## config.mk

```make
export PLATFORM = sky130hd
export DESIGN_NAME = fetch_queue
export DESIGN_NICKNAME = d
export VERILOG_FILES = /design/src/rtl/fetch_queue.sv
export SDC_FILE = /design/constraint.sdc
export NUM_CORES = 1
export LEC_CHECK = 0
export BUFFER_PORTS_ARGS = -buffer_cell sky130_fd_sc_hd__buf_4
export CAP_MARGIN = 20
export CORE_ASPECT_RATIO = 1.25
export CORE_MARGIN = 2
export CORE_UTILIZATION = 45
export DETAILED_ROUTE_END_ITERATION = 7
export HOLD_SLACK_MARGIN = 0.06
export PLACE_DENSITY = 0.69
export SYNTH_ARGS = -nofsm -noshare
export SYNTH_HDL_FRONTEND = slang
export SYNTH_HIERARCHICAL = 1
export SYNTH_SLANG_ARGS = --single-unit
```

## constraint.sdc

```tcl
create_clock -name in_clk -period 14.7 [get_ports in_clk]
set_input_delay 1.47 -clock in_clk [delete_from_list [all_inputs] [get_ports in_clk]]
set_output_delay 1.47 -clock in_clk [all_outputs]
set_load 0.03 [all_outputs]
```

## src/rtl/fetch_queue.sv

```systemverilog
// Fetch front end: owns the PC, issues 4-byte imem requests, queues in-order responses for dispatch.
// One edge from response capture to out_fetch_done; issue throttles on queue credits, stall only blocks pops.

module fifo #(
   parameter int WIDTH = 8,
   parameter int DEPTH = 4
) (
   input  logic                    clk,
   input  logic                    rst_n,
   input  logic                    flush,
   input  logic                    wr_vld,
   input  logic [WIDTH-1:0]        wr_dat,
   input  logic                    rd_vld,
   output logic [WIDTH-1:0]        rd_dat,
   output logic                    empty,
   output logic [$clog2(DEPTH):0]  count
);
   localparam int AW = $clog2(DEPTH);
   localparam int CW = AW + 1;

   logic [WIDTH-1:0] mem [DEPTH];
   logic [AW-1:0]    wr_ptr;
   logic [AW-1:0]    rd_ptr;
   logic             full;
   logic             do_wr;
   logic             do_rd;

   assign empty  = (count == '0);
   assign full   = (count == CW'(DEPTH));
   assign do_rd  = rd_vld & ~empty;
   assign do_wr  = wr_vld & (~full | do_rd);
   assign rd_dat = mem[rd_ptr];

   always_ff @(posedge clk or negedge rst_n) begin
      if (!rst_n) begin
         wr_ptr <= '0;
         rd_ptr <= '0;
         count  <= '0;
      end else if (flush) begin
         wr_ptr <= '0;
         rd_ptr <= '0;
         count  <= '0;
      end else begin
         if (do_wr) wr_ptr <= wr_ptr + 1'b1;
         if (do_rd) rd_ptr <= rd_ptr + 1'b1;
         count <= count + CW'(do_wr) - CW'(do_rd);
      end
   end

   // Storage needs no reset: count gates every read.
   always_ff @(posedge clk) begin
      if (do_wr && !flush) mem[wr_ptr] <= wr_dat;
   end

   a_no_overflow: assert property (@(posedge clk) disable iff (!rst_n)
      !(wr_vld && !flush && full && !rd_vld));
endmodule

module fetch_queue #(
   parameter int          QUEUE_DEPTH  = 4,
   parameter int          MAX_INFLIGHT = 2,
   parameter logic [63:0] RESET_PC     = 64'h0
) (
   input  logic        in_clk,
   input  logic        in_rst_n,
   input  logic        in_stall,
   input  logic        in_redirect_valid,
   input  logic [63:0] in_redirect_pc,
   output logic        out_imem_req_valid,
   output logic [63:0] out_imem_req_addr,
   input  logic        in_imem_req_ready,
   input  logic        in_imem_resp_valid,
   input  logic [31:0] in_imem_resp_data,
   output logic [31:0] out_fetch_insnbits,
   output logic [63:0] out_fetch_pc,
   output logic        out_fetch_done,
   output logic        out_halted
);
   localparam int QW = $clog2(QUEUE_DEPTH) + 1;
   localparam int IW = $clog2(MAX_INFLIGHT) + 1;

   typedef struct packed {
      logic [63:0] pc;
      logic [31:0] insn;
   } fetch_entry_t;

   typedef enum logic {
      RUN,
      HALTED
   } state_t;

   state_t       state_q;
   state_t       state_d;
   logic [63:0]  pc_q;
   logic [IW-1:0] inflight_q;
   logic [IW-1:0] stale_q;
   logic [IW-1:0] live;
   logic [63:0]  resp_pc;

   logic         run;
   logic         redirect;
   logic         req_fire;
   logic         resp_fire;
   logic         resp_keep;
   logic         pop;
   logic         head_is_hlt;
   logic         credit_ok;

   fetch_entry_t push_ent;
   fetch_entry_t head_ent;
   logic         q_empty;
   logic [QW-1:0] q_count;

   assign run       = (state_q == RUN);
   assign redirect  = in_redirect_valid & run;
   assign req_fire  = out_imem_req_valid & in_imem_req_ready;
   // A response with nothing outstanding (e.g. a leftover from before reset) is ignored.
   assign resp_fire = in_imem_resp_valid & (inflight_q != '0);
   assign resp_keep = resp_fire & (stale_q == '0) & run & ~redirect;
   assign pop       = run & ~in_stall & ~q_empty & ~in_redirect_valid;

   // Live requests were issued back to back ending at pc_q-4, so the oldest sits 4*live below pc_q.
   assign live     = inflight_q - stale_q;
   assign resp_pc  = pc_q - {{(62-IW){1'b0}}, live, 2'b00};
   assign push_ent = '{pc: resp_pc, insn: in_imem_resp_data};

   assign head_is_hlt = (head_ent.insn[31:21] == 11'b110_1010_0010) &&
                        (head_ent.insn[4:0] == 5'b0_0000);

   assign credit_ok = (int'(inflight_q) < MAX_INFLIGHT) &&
                      ((int'(q_count) + int'(inflight_q) - int'(stale_q)) < QUEUE_DEPTH);

   fifo #(
      .WIDTH ($bits(fetch_entry_t)),
      .DEPTH (QUEUE_DEPTH)
   ) u_insn_q (
      .clk    (in_clk),
      .rst_n  (in_rst_n),
      .flush  (redirect),
      .wr_vld (resp_keep),
      .wr_dat (push_ent),
      .rd_vld (pop),
      .rd_dat (head_ent),
      .empty  (q_empty),
      .count  (q_count)
   );

   always_ff @(posedge in_clk or negedge in_rst_n) begin
      if (!in_rst_n) begin
         state_q <= RUN;
      end else begin
         state_q <= state_d;
      end
   end

   always_comb begin
      state_d            = state_q;
      out_imem_req_valid = 1'b0;
      out_imem_req_addr  = pc_q;
      case (state_q)
         RUN: begin
            out_imem_req_valid = ~in_redirect_valid & credit_ok;
            if (pop && head_is_hlt) state_d = HALTED;
         end
         HALTED: begin
            state_d = HALTED;
         end
         default: begin
            state_d = RUN;
         end
      endcase
   end

   assign out_halted = (state_q == HALTED);

   always_ff @(posedge in_clk or negedge in_rst_n) begin
      if (!in_rst_n) begin
         pc_q       <= RESET_PC;
         inflight_q <= '0;
         stale_q    <= '0;
      end else begin
         inflight_q <= inflight_q + IW'(req_fire) - IW'(resp_fire);
         if (redirect) begin
            pc_q    <= in_redirect_pc & ~64'h3;
            // Everything still outstanding after this edge belongs to the old path.
            stale_q <= inflight_q - IW'(resp_fire);
         end else begin
            if (req_fire) pc_q <= pc_q + 64'd4;
            if (resp_fire && stale_q != '0) stale_q <= stale_q - 1'b1;
         end
      end
   end

   always_ff @(posedge in_clk or negedge in_rst_n) begin
      if (!in_rst_n) begin
         out_fetch_done     <= 1'b0;
         out_fetch_insnbits <= '0;
         out_fetch_pc       <= '0;
      end else begin
         out_fetch_done <= pop;
         if (pop) begin
            out_fetch_insnbits <= head_ent.insn;
            out_fetch_pc       <= head_ent.pc;
         end
      end
   end

   a_stale_le_inflight: assert property (@(posedge in_clk) disable iff (!in_rst_n)
      stale_q <= inflight_q);

   a_req_stable: assert property (@(posedge in_clk) disable iff (!in_rst_n)
      (out_imem_req_valid && !in_imem_req_ready && state_d == RUN)
      |=> (in_redirect_valid ||
           (out_imem_req_valid && out_imem_req_addr == $past(out_imem_req_addr))));
endmodule

```

==> impl_metrics.py <==
metrics = {
    "status": {
        "outcome": "complete, no violations",
    },
    "route": {
        "vias": 13892,
        "wl_um": 56900,
        "wl_per_cell_um": 23.4,
        "wl_met2_um": 28800,
        "drc": 0,
        "viasPerCell": 5.71,
        "highest_layer": "met5",
        "wl_met1_um": 23300,
        "drtAntennaViolNets": 0,
        "drtIter0Drc": 878,
        "wl_met3_um": 2900,
        "drt_pass1_iterations": 5,
    },
    "synth": {
        "yosysWarnings": 6,
        "synth-async-reset-ratio_pct": 30.8,
        "syn_inst": 1462,
        "synth.area.top_cells": "edfxtp_1 (49%), dfrtp_1 (18%), mux4_2 (9.2%), mux2_2 (4.8%), xor2_1 (2.2%)",
        "avgSynthCellArea_um2": 16.1,
        "synth_top_cell_by_area": "edfxtp_1",
        "synth-edff-count": 384,
        "synth_ff_type": "edfxtp_1",
        "synth_area_um2": 23500,
        "synth_top_area_share_pct": 49.0,
        "seq_area_frac_synth_pct": 67.2,
        "ys_types": 66,
        "ys_ff_latch": 555,
    },
    "sta": {
        "worst_pin_slew_ns": 1.08,
        "fmax_mhz": 179,
        "final.min_clock_period_ns": 5.58,
        "period_share_pct": 38.0,
        "clock_skew_ns": 0.0243,
        "relSlewSlack_pct": 26.1,
        "drv_slew": 0,
        "setup_viol": 0,
        "rsz0062_at_grt": "false",
        "hold_viol_final": 0,
        "fin_tns_setup_ns": 0,
    },
    "floorplan": {
        "die_h_um": 260,
        "pin_count": 265,
        "die_width_um": 209,
        "row_count": 93,
        "die_area_um2": 54200,
        "core_um2": 51700,
        "initial_core_util_pct": 45.6,
    },
    "clock_tree": {
        "cts_sinks": 555,
        "postCtsSetupRepairBufs": 0,
        "clock_path_buffers": 3,
        "cts_buffers": 54,
        "htreeDepth": 2,
        "cts_tree": "built",
        "cts-resized-gates": 0,
        "holdBufCountCts": 0,
        "clkLatencyLatePin_ns": 0.60,
        "clockRootBuffer": "clkbuf_16",
        "clk_pin_slew_worst_paths_ns": 0.06,
    },
    "final_layout": {
        "fillers": 4157,
        "area_delta_synth_final_pct": 19.1,
        "final_nets": 1846,
        "final_common_cell": "edfxtp_1",
        "fin_cells": 2432,
        "layout-drive-gt1-share_pct": 33.8,
        "final_cell_mix": "edfxtp_1 (384), buf_4 (285), dfrtp_1 (169)",
    },
    "worst_setup_path": {
        "worstPathRequired_ns": 13.23,
        "cp-end-kind": "primary output",
        "crit_arrival_ns": 4.11,
        "crit_fanout": 11,
        "crit_type": "reg2out",
        "r2r_slack_ns": 10.61,
        "startpoint_type": "flop",
        "reg2reg_depth": 14,
    },
    "global_route": {
        "overflow": 0,
        "grt_pass1_wl_um": 86800,
        "grt_max_degree": 89,
        "grt_use_total_pct": 21.1,
        "antenna_found_initial": 2,
        "grt_pass1_vias": 14291,
    },
    "pwr": {
        "total_power_mw": 4.57,
        "cellPowerDensity_nw_per_um2": 163,
        "vdd.ir_drop.worst_uv": 82.3,
        "p_leak_nw": 10.1,
    },
    "place": {
        "dp_cells": 2330,
        "numPortBuffers": 260,
        "hpwlAfterDp_um": 37400,
        "place_congestion": 0.856,
    },
    "job": {
        "cap_viol_max_count": 0,
    },
    "worst_hold_path": {
        "hold_depth": 1,
        "hp-class": "reg2reg",
    },
}
-- final cells by class --
| cell class | instances | area, µm² | area share, % |
|---|---|---|---|
| antenna | 1 | 2.50 | 0.00892 |
| clock buffer | 75 | 1540 | 5.50 |
| clock inverter | 26 | 319 | 1.14 |
| inverter | 29 | 109 | 0.388 |
| multi-input combinational | 794 | 7260 | 25.9 |
| sequential | 555 | 15800 | 56.4 |
| tap | 665 | 832 | 2.97 |
| timing repair buffer | 287 | 2170 | 7.75 |
-- stage by stage --
stage	utilization [%]	instance area [µm²]	hold slack (ns)	worst slack, ns
global placement	50.7	26200	0.492	9.84
CTS	54.3	28000	0.512	9.15
detailed placement	50.7	26200	0.497	9.81
floorplan	-	23600	0.537	4.10
finish	54.3	28100	0.508	9.12
global route	54.3	28100	0.518	8.94
-- synth_stat cells, types with 3 or more instances --
cell type	n
buf_2	23
or4_4	5
and2_1	11
nor3b_1	4
o211ai_1	7
nand3b_1	3
nand2_1	71
or4_1	12
and4_1	4
and3_1	14
nor4_1	16
clkbuf_1	58
a21oi_1	23
mux4_2	96
dfrtp_1	171
fa_1	3
nor2_1	80
ha_1	20
xnor2_1	39
o21ai_0	40
o21ai_1	3
buf_1	3
mux2_2	100
inv_1	29
mux2i_1	3
buf_6	3
xor2_1	59
o2111ai_1	21
nor3_1	18
nand4_1	12
nand2b_1	4
a211oi_1	3
a2111oi_0	7
o31ai_1	10
nand3_1	17
buf_4	4
a31oi_1	21
or3_1	26
edfxtp_1	384
-- cell families (layout without fill, tap and decap cells) --
family          after synthesis  count (layout)  share of synthesized area (%)
fa+ha+maj                    23              23                           1.32
other cells                   1              11                         0.0159
buf+inv                     122             417                           2.36
flops                       555             555                           67.2
xor+xnor                     99              99                           3.71
mux                         199             199                           14.1
compound gates              147             147                           4.18
simple gates                316             316                           7.16
-- power breakdown --
group	internal, mW	switching [mW]	total, mW
clock network	0.842	0.591	1.43
registers	1.89	0.137	2.02
logic	0.426	0.685	1.11
-- critical path, stage by stage, from the launching register on --
cell and delay [ns]:
dfrtp_1 0.51, inv_1 0.13, fa_1 0.55, inv_1 0.04, ha_1 0.32, nand2_1 0.08, o311ai_0 0.23, and2_1 0.41
a2111oi_0 0.95, buf_4 0.30
-- layer usage --
layer  vias up  global-route usage (%)
met2       457                    36.6
met1      7172                    27.2
met5         -                       0
li1       6147                       -
met4         2                    7.34
met3       114                    3.33
-- final timing paths --
path                                          endpoint                   start
worst max-delay path                out_imem_req_valid           inflight_q[1]
worst min-delay path            out_fetch_insnbits[14]  out_fetch_insnbits[14]
worst max register to register           inflight_q[1]           inflight_q[1]
worst min register to register  out_fetch_insnbits[14]  out_fetch_insnbits[14]
max in group asynchronous       out_fetch_insnbits[13]                in_rst_n
min in group asynchronous        out_fetch_insnbits[6]                in_rst_n
-- registers in the layout, summed over array words and instances (netlist names) --
register            cells
inflight_q              2
u_insn_q/count          3
stale_q                 2
out_fetch_insnbits     32
u_insn_q/mem          384
out_fetch_pc           64
u_insn_q/wr_ptr         2
out_fetch_done          1
out_halted              1
u_insn_q/rd_ptr         2
out_imem_req_addr      62
Power figures use the tool's default switching activity.
